## config.mk

```make
export PLATFORM = sky130hd
export DESIGN_NAME = ds_tos_cache
export DESIGN_NICKNAME = d
export VERILOG_FILES = /design/src/rtl/forthsuper_pkg.sv /design/src/rtl/ds_tos_cache.sv
export SDC_FILE = /design/constraint.sdc
export NUM_CORES = 1
export LEC_CHECK = 0
export CORE_UTILIZATION = 41
export DETAILED_ROUTE_END_ITERATION = 10
export HOLD_SLACK_MARGIN = 0.05
export PLACE_DENSITY = 0.73
export SYNTH_ARGS = -nofsm -noshare
export SYNTH_HDL_FRONTEND = slang
export SYNTH_SLANG_ARGS = --single-unit
```

## constraint.sdc

```tcl
create_clock -name clk -period 4 [get_ports clk]
set_input_delay 0.4 -clock clk [delete_from_list [all_inputs] [get_ports clk]]
set_output_delay 0.4 -clock clk [all_outputs]
set_load 0.05 [all_outputs]
```

## src/rtl/forthsuper_pkg.sv

```systemverilog
// Shared Forth-core types: data-stack primitives, stack-memory bus ops,
// TOS-cache FSM states and the per-primitive need/delta table.
package forthsuper_pkg;

  typedef enum logic [3:0] {
    DS_NOP  = 4'd0,
    DS_LIT  = 4'd1,
    DS_DUP  = 4'd2,
    DS_DROP = 4'd3,
    DS_SWAP = 4'd4,
    DS_OVER = 4'd5,
    DS_ROT  = 4'd6,
    DS_ADD  = 4'd7,
    DS_SUB  = 4'd8,
    DS_AND  = 4'd9
  } ds_op_t;

  typedef enum logic [1:0] {
    SS_NOP  = 2'd0,
    SS_PUSH = 2'd1,
    SS_POP  = 2'd2
  } stack_ops;

  typedef enum logic [1:0] {
    ST_IDLE  = 2'd0,
    ST_FILL  = 2'd1,
    ST_ROT_W = 2'd2,
    ST_ROT_P = 2'd3
  } ds_state_t;

  // Minimum number of stack items a primitive consumes.
  function automatic logic [1:0] ds_need(input ds_op_t op);
    case (op)
      DS_DUP, DS_DROP:                         ds_need = 2'd1;
      DS_SWAP, DS_OVER, DS_ADD, DS_SUB, DS_AND: ds_need = 2'd2;
      DS_ROT:                                  ds_need = 2'd3;
      default:                                 ds_need = 2'd0;
    endcase
  endfunction

  // Net change in item count: +1, 0 or -1.
  function automatic logic signed [1:0] ds_delta(input ds_op_t op);
    case (op)
      DS_LIT, DS_DUP, DS_OVER:         ds_delta = 2'sb01;
      DS_DROP, DS_ADD, DS_SUB, DS_AND: ds_delta = 2'sb11;
      default:                         ds_delta = 2'sb00;
    endcase
  endfunction

endpackage

```

## src/rtl/ds_tos_cache.sv

```systemverilog
// Forth data-stack front end: caches TOS/NOS in registers and drives the
// PUSH/POP/NOP bus of the stack memory holding the 3rd item downward.
// Ports:
//   clk, rst               clock, async active-high reset
//   cmd_valid/ready        one primitive per handshake (cmd_op, cmd_val)
//   tos, nos, depth        cached top two items and total item count
//   err_under, err_over    1-cycle pulses for rejected primitives
//   ss_op, ss_vi, ss_s     stack-memory op, push data, popped data
module ds_tos_cache
  import forthsuper_pkg::*;
#(
  parameter int unsigned DSZ    = 32,
  parameter int unsigned DEPTH  = 64,
  parameter int unsigned RD_LAT = 1
) (
  input  logic                         clk,
  input  logic                         rst,
  input  logic                         cmd_valid,
  output logic                         cmd_ready,
  input  ds_op_t                       cmd_op,
  input  logic [DSZ-1:0]               cmd_val,
  output logic [DSZ-1:0]               tos,
  output logic [DSZ-1:0]               nos,
  output logic [$clog2(DEPTH+3)-1:0]   depth,
  output logic                         err_under,
  output logic                         err_over,
  output stack_ops                     ss_op,
  output logic [DSZ-1:0]               ss_vi,
  input  logic [DSZ-1:0]               ss_s
);

  localparam int unsigned DW = $clog2(DEPTH + 3);
  localparam int unsigned LW = 2;
  localparam logic [DW-1:0] FULL = DW'(DEPTH + 2);

  ds_state_t         state_q, state_d;
  logic [LW-1:0]     lat_q, lat_d;
  logic [DSZ-1:0]    tos_d, nos_d, ss_vi_d, alu_c;
  logic [DW-1:0]     depth_d;
  logic              ready_d, under_d, over_d;
  stack_ops          ss_op_d;
  logic              data_rdy_c;

  // Popped value is on ss_s once the latency counter reaches RD_LAT.
  assign data_rdy_c = (lat_q == LW'(RD_LAT));

  // DROP passes NOS through; ALU ops combine NOS with TOS.
  always_comb begin
    case (cmd_op)
      DS_ADD:  alu_c = nos + tos;
      DS_SUB:  alu_c = nos - tos;
      DS_AND:  alu_c = nos & tos;
      default: alu_c = nos;
    endcase
  end

  // Next-state and next-output logic.
  always_comb begin
    state_d = state_q;
    lat_d   = lat_q;
    tos_d   = tos;
    nos_d   = nos;
    depth_d = depth;
    ready_d = cmd_ready;
    ss_op_d = SS_NOP;
    ss_vi_d = ss_vi;
    under_d = 1'b0;
    over_d  = 1'b0;

    case (state_q)
      ST_IDLE: begin
        if (cmd_valid) begin
          if (DW'(ds_need(cmd_op)) > depth) begin
            under_d = 1'b1;
          end else if ((ds_delta(cmd_op) == 2'sb01) && (depth == FULL)) begin
            over_d = 1'b1;
          end else begin
            if (ds_delta(cmd_op) == 2'sb01) depth_d = depth + DW'(1);
            else if (ds_delta(cmd_op) == 2'sb11) depth_d = depth - DW'(1);

            case (cmd_op)
              DS_LIT, DS_DUP, DS_OVER: begin
                // NOS spills to memory only when it holds a real item.
                if (depth >= DW'(2)) begin
                  ss_op_d = SS_PUSH;
                  ss_vi_d = nos;
                end
                nos_d = tos;
                if (cmd_op == DS_LIT)       tos_d = cmd_val;
                else if (cmd_op == DS_OVER) tos_d = nos;
              end
              DS_SWAP: begin
                tos_d = nos;
                nos_d = tos;
              end
              DS_DROP, DS_ADD, DS_SUB, DS_AND: begin
                tos_d = alu_c;
                if (depth >= DW'(3)) begin
                  ss_op_d = SS_POP;
                  state_d = ST_FILL;
                  ready_d = 1'b0;
                  lat_d   = '0;
                end else begin
                  nos_d = '0;
                end
              end
              DS_ROT: begin
                ss_op_d = SS_POP;
                state_d = ST_ROT_W;
                ready_d = 1'b0;
                lat_d   = '0;
              end
              default: ;
            endcase
          end
        end
      end

      ST_FILL: begin
        lat_d = lat_q + LW'(1);
        if (data_rdy_c) begin
          nos_d   = ss_s;
          state_d = ST_IDLE;
          ready_d = 1'b1;
        end
      end

      // a b c -- b c a : popped a becomes TOS, old NOS b goes back to memory.
      ST_ROT_W: begin
        lat_d = lat_q + LW'(1);
        if (data_rdy_c) begin
          tos_d   = ss_s;
          nos_d   = tos;
          ss_op_d = SS_PUSH;
          ss_vi_d = nos;
          state_d = ST_ROT_P;
        end
      end

      ST_ROT_P: begin
        state_d = ST_IDLE;
        ready_d = 1'b1;
      end

      default: state_d = ST_IDLE;
    endcase
  end

  // State and output registers.
  always_ff @(posedge clk or posedge rst) begin
    if (rst) begin
      state_q   <= ST_IDLE;
      lat_q     <= '0;
      tos       <= '0;
      nos       <= '0;
      depth     <= '0;
      cmd_ready <= 1'b1;
      ss_op     <= SS_NOP;
      ss_vi     <= '0;
      err_under <= 1'b0;
      err_over  <= 1'b0;
    end else begin
      state_q   <= state_d;
      lat_q     <= lat_d;
      tos       <= tos_d;
      nos       <= nos_d;
      depth     <= depth_d;
      cmd_ready <= ready_d;
      ss_op     <= ss_op_d;
      ss_vi     <= ss_vi_d;
      err_under <= under_d;
      err_over  <= over_d;
    end
  end

endmodule

```

Word level (Yosys, flattened, before mapping)
Memory sizes are Yosys's and may differ from the RTL's. Index checks and enable logic that the tools add are counted.

Register bits after elaboration: 112. Bits in read-only memories: 32. Input port bits: 71. Output and inout port bits: 108. Word-level logic and storage cells: 146. Memories: 1.

$add $sub $neg: 5. $lt $le $gt $ge: 3. Equality and inequality tests: 30. Muxes and demuxes: 76. Bitwise gates (word level): 3. Reductions and logical operators: 18.

Memories: (name not given) (depth 16, bits a word 2, read ports 1, clocked after Yosys merged registers in 0, write ports 0, RTL line forthsuper_pkg.sv:33) `case (op)`.

Operators by type and width (count): $mux W32 (17); $pmux W32 S3 (3); $pmux W32 S2 (3); $mux W2 (28); $add A32 B32 Y32 (1); $and A32 B32 Y32 (1); $sub A32 B32 Y32 (1); $reduce_and A7 Y1 (4); $pmux W2 S2 (5); $eq A4 B3 Y1 const B (4); $ge A7 B2 Y1 const B (2); $mux W1 (14); $mux W7 (2); $ne A2 B2 Y1 const B (6); $eq A2 B2 Y1 const B (4); $eq A4 B2 Y1 const B (2); $eq A4 B4 Y1 const B (2); $pmux W2 S4 (1); $reduce_and A8 Y1 (1); $reduce_or A4 Y1 (2); $add A7 B1 Y7 const B (1); $eq A7 B7 Y1 const B (1); $gt A2 B7 Y1 (1); $sub A7 B1 Y7 const B (1); other kinds (21) (28).

Depth between registers and ports, before layout
An unclocked memory read counts as a cell.

Depth in word-level cells: 22. Gate-level depth with buffers: 18. Mapped depth without buffers: 17.

Worst setup path before layout
No wires, ideal clock.

Path kind: reg-to-reg. Start: reg tos[7]. End: reg tos[27]. Setup time: 82 ps. Data arrival time: 4342 ps. Required time: 3918 ps. Slack: -424 ps. Cell stages (with the launch flop): 18. Buffers on the path: 1. Period minus slack after synthesis: 4424 ps. Cell sequence: dfrtp_1 -> buf_6 -> or4_4 -> or3_4 -> nor4_1 -> nand3b_1 -> or2_1 -> o21ai_0 -> xor2_1 -> ha_1 -> a21o_1 -> a21o_1 -> a21oi_1 -> o21ai_0 -> a2111oi_0 -> xnor2_1 -> nand2_1 -> a31oi_1.

Cells in the longest elaborated chain, start to end: 7. Elaborated cells on any way between the ends: 8. Classes of those cells: add/sub: 2; mux: 6.

RTL lines: from (decl) (RTL line ds_tos_cache.sv:22) `output logic [DSZ-1:0] tos,`; from (signal assigned) (RTL line ds_tos_cache.sv:165) `tos <= tos_d;`; $sub A32 B32 Y32 or $add A32 B32 Y32 (tied branches) (RTL line ds_tos_cache.sv:51, ds_tos_cache.sv:50); $pmux W32 S3 (*) (RTL line ds_tos_cache.sv:49) `case (cmd_op)`; $pmux W32 S3 (*) (RTL line ds_tos_cache.sv:81) `case (cmd_op)`; $mux W32 (*) (RTL line ds_tos_cache.sv:75) `end else if ((ds_delta(cmd_op) == 2'sb01) && (depth == FULL)) begin`; $mux W32 (*) (RTL line ds_tos_cache.sv:73) `if (DW'(ds_need(cmd_op)) > depth) begin`; $mux W32 (*) (RTL line ds_tos_cache.sv:72) `if (cmd_valid) begin`; $pmux W32 S2 (*) (RTL line ds_tos_cache.sv:70) `case (state_q)`.

Every way passes the cells marked *; elsewhere a longest branch is shown, timed or not. The select of a mux whose other input is x is not followed. A chain may end at the register's enable or synchronous reset.

Worst setup path after layout
Start: reg tos[7]. End: reg tos[24].

Same word-level chain as after synthesis.

==> metrics <==
status=complete, but fails checks; violated checks=negative setup slack; CTS Buf Count=9; initial antenna violation count=0; H-tree depth=3; Overflow after GRT=0; fillers=1973; #FFs+latches synth=112; Register Area=2810 um2; std cell rows=54; die height=152 um; Crit path largest cell delay=540 ps; number of remaining DRC errors=0; first-pass GRT wire length=around 49 mm; r2r worst-path depth=18; CP Class=flip-flop to flip-flop; placed cells=1557; Area after DPL=11900 um2; top cell type's share of synthesized area=30.3%; final instance area=12600 um2; max-cap viol count=0; multi-input logic area=between 6000 and 7000 um2; IO Port Bufs=178; vias in the first global route=about 9000; synth top area cells=dfrtp_1, mux2_2, ha_1; clk sinks=approximately 110; vias=9325; actual slew at the worst max-slew pin=1020 ps; synth warn=0; Tcrit/Tclk final=104%; final std cells w/o fill=about 1600; Syn Nets=approximately 1200; clock power share=8.3%; sequential share of power=18.4%; # hold bufs at CTS=0; post-synthesis adder-cell area fraction=under 10%; Worst-Skew Late Latency=380 ps; XOR/XNOR share of the synthesized area=5.91%; drt pass-1 iters=5; slowest stage cell, crit path=or4_4; post-synthesis sequential area ratio=30.5%; CP Max Fanout=4; Top Ports=~180; fin worst setup slack=-145 ps; nets=1425; WHS Endpoint=lat_q[0]; core box area=21900 um2; PwrDens=approximately 930 nW/um2; Post-Route WL=31.7 mm; Synth area leader=dfrtp_1; Data required, critical path=4260 ps; syn_area_per_cell=approximately 8.5 um2; area growth from synthesis to layout=36.8%; Total GRT Usage=27.7%; Internal=5710 uW; largest family of logic cells by synthesized area=compound AO/OA/AOI/OAI gates; HP Class=flip-flop to flip-flop; clk_skew=13.2 ps; die area=23000 um2; synth unique cells=76; final hold viol count=0; Post-Syn Area=9180 um2; Routed Antenna Nets=0; Hold Path Stages=1; layout cells sized above 1=20.8%; Synth Area in Compound Gates=27.6%; met2 wire length=between 10 and 15 mm; First DRT Iteration DRCs=671; Syn Inst Count=1076; RSZ-0062 raised after global routing=true; reg2reg end=tos[24]; global placement routability congestion=0.958; mux contribution to synthesized area=8.72%; Die X=152 um; CP most frequent cell=buf_4; met1 WL=14.2 mm; r2r setup slk=-140 ps; sw frac=roughly half; HP Start=lat_q[0]; max_slew headroom=around 32%; CP cell instances=or4_4, or3_4, buf_6, nor4b_4, buf_4, buf_4, a21oi_2, xnor2_1, ha_1, a21oi_2, nor2b_2, nor4_2, buf_4, nand3_4, nand3_2, and3_1, o31ai_1, a221o_1; VDD IR max=0.706 mV; Inserted Diodes=0; Async SR Flop Fraction=100%; CTS clk-pin slew, worst paths=80 ps; top_reg_cell synth=dfrtp_1; wire length on met3=around 2.2 mm; Switching Power=6010 uW; CTS root buffer=clkbuf_16; pin count of the biggest net entering global routing=75; CTS tree=yes; hpwl dp=22.8 mm; Post-synth EDFFs=0; maximum clock frequency=241 MHz; clk buf depth=2; Tmin final=4140 ps; Setup crit end kind=flip-flop; Post-Place Setup Slack=-152 ps; Critical Path AT=4410 ps; Slew Limit Fails=0; Setup TNS=-717 ps; worst reg2reg path startpoint=tos[7]; Wirelength per Cell=approximately 20 um; Comb pwr share=73.3%; Simple-Gate Fraction of Synth Area=14.8%; via/cell ratio=5.86; final setup fails=9; uppermost routed layer=met4; Startpoint Class=flip-flop; Initial Util=a little over two fifths; Leakage=0.00544 uW
layout by cell type (no fill, tap or decap), drive strengths merged, types with 6 or more instances in the layout:
| cell type | n |
|---|---|
| clkdlybuf4s50 | 178 |
| nand2 | 123 |
| buf | 120 |
| dfrtp | 111 |
| a21oi | 105 |
| o21ai | 96 |
| mux2 | 64 |
| nor2 | 48 |
| ha | 47 |
| inv | 38 |
| xnor2 | 34 |
| a22o | 32 |
| xor2 | 28 |
| o211ai | 26 |
| nor2b | 17 |
| a21boi | 15 |
| a21o | 14 |
| a211oi | 12 |
| nand3 | 12 |
| a31oi | 11 |
| a32oi | 11 |
| clkbuf | 11 |
| nor3 | 11 |
| nand2b | 10 |
| o31ai | 10 |
| mux2i | 8 |
| nand4 | 8 |
| nor4 | 8 |
| a32o | 7 |
| or3 | 7 |
| and2 | 6 |
| o21bai | 6 |
| or2 | 6 |
| and3 | 6 |
what timing repair did:
action                     4_1_cts  5_1_grt
gates cloned                     0        0
setup endpoints to repair       10       16
resized for setup               28       40
setup buffers                    7       10
hold endpoints to repair         0        0
pin swaps                       17       27
per-stage QoR:
stage	hold WS, ps	power [uW]	util (%)
4_1_cts	504	11500	56.3
2_1_floorplan	457	7620	-
6_report	499	11700	57.4
3_5_place_dp	491	10400	54.2
5_1_grt	529	12500	57.4
3_3_place_gp	467	10300	54.2
power groups by stage:
stage / Sequential (uW) / Combinational, uW / Clock [uW]
after detailed placement: 2170 / 8200 / 0
final: 2160 / 8590 / 968
after global placement: 2160 / 8110 / 0
after global routing: 2230 / 9230 / 1020
after floorplan: 3380 / 4240 / 0
after CTS: 2150 / 8370 / 979
worst max-delay path by stage:
stage | start | end | cells after the start
detailed placement | tos[7] | tos[24] | 16
global route | tos[7] | tos[22] | 17
finish | tos[7] | tos[24] | 18
CTS | tos[7] | tos[22] | 17
global placement | cmd_op[2] | tos[18] | 14
floorplan | tos[7] | tos[27] | 17
final cells by class:
class	count	area share, %
multi-input combinational	849	49.2
sequential	112	22.3
timing repair buffer	298	22.3
tap	280	2.79
clock buffer	11	2.01
inverter	35	1.07
clock inverter	5	0.378
cell families after synthesis:
logic type / after synthesis
AO/OA/AOI/OAI: 387
XOR/XNOR: 62
multiplexers: 72
buffers and inverters: 115
flip-flops: 112
AND/OR/NAND/NOR: 279
adder cells (fa/ha/maj): 49
flip-flops by register name, indices dropped and copies added, names as in the netlist:
| name | flops |
|---|---|
| lat_q | 2 |
| tos | 32 |
| depth | 7 |
| state_q | 2 |
| err_under | 1 |
| ss_op | 2 |
| err_over | 1 |
| nos | 32 |
| ss_vi | 32 |
| cmd_ready | 1 |
critical path, delay by kind of cell, from the launching register on:
kind            cells  cell delay [ps]
compound gates      4              630
xor+xnor            1              140
fa+ha+maj           1              350
buf+inv             4              620
flops               1              410
simple gates        8             1880
per-layer routing:
layer,track usage [%],up-vias
li1,-,4402
met1,37.8,4488
met2,45.0,398
met3,4.01,37
met4,8.12,0
met5,0,-
Yosys cell counts, types with 5 or more instances:
master	number
a21o_1	14
o21ai_0	93
and2_1	6
nand3_1	11
clkbuf_1	53
nand2_1	123
nand2b_1	10
buf_1	5
o211ai_1	26
a31oi_1	11
nor2_1	48
nor3_1	11
nand4_1	8
inv_1	35
or2_2	5
dfrtp_1	111
a21oi_1	105
a22o_1	32
o31ai_1	10
mux2i_1	8
a32oi_1	11
a211oi_1	11
nor2b_1	17
xnor2_1	34
a21boi_0	15
buf_2	11
mux2_2	64
xor2_1	28
or3_1	5
ha_1	47
buf_6	7
and3_1	5
a32o_1	7
nor4_1	6
o21bai_1	6
nand3b_1	5
a22oi_1	5
Power figures use the tool's default switching activity.
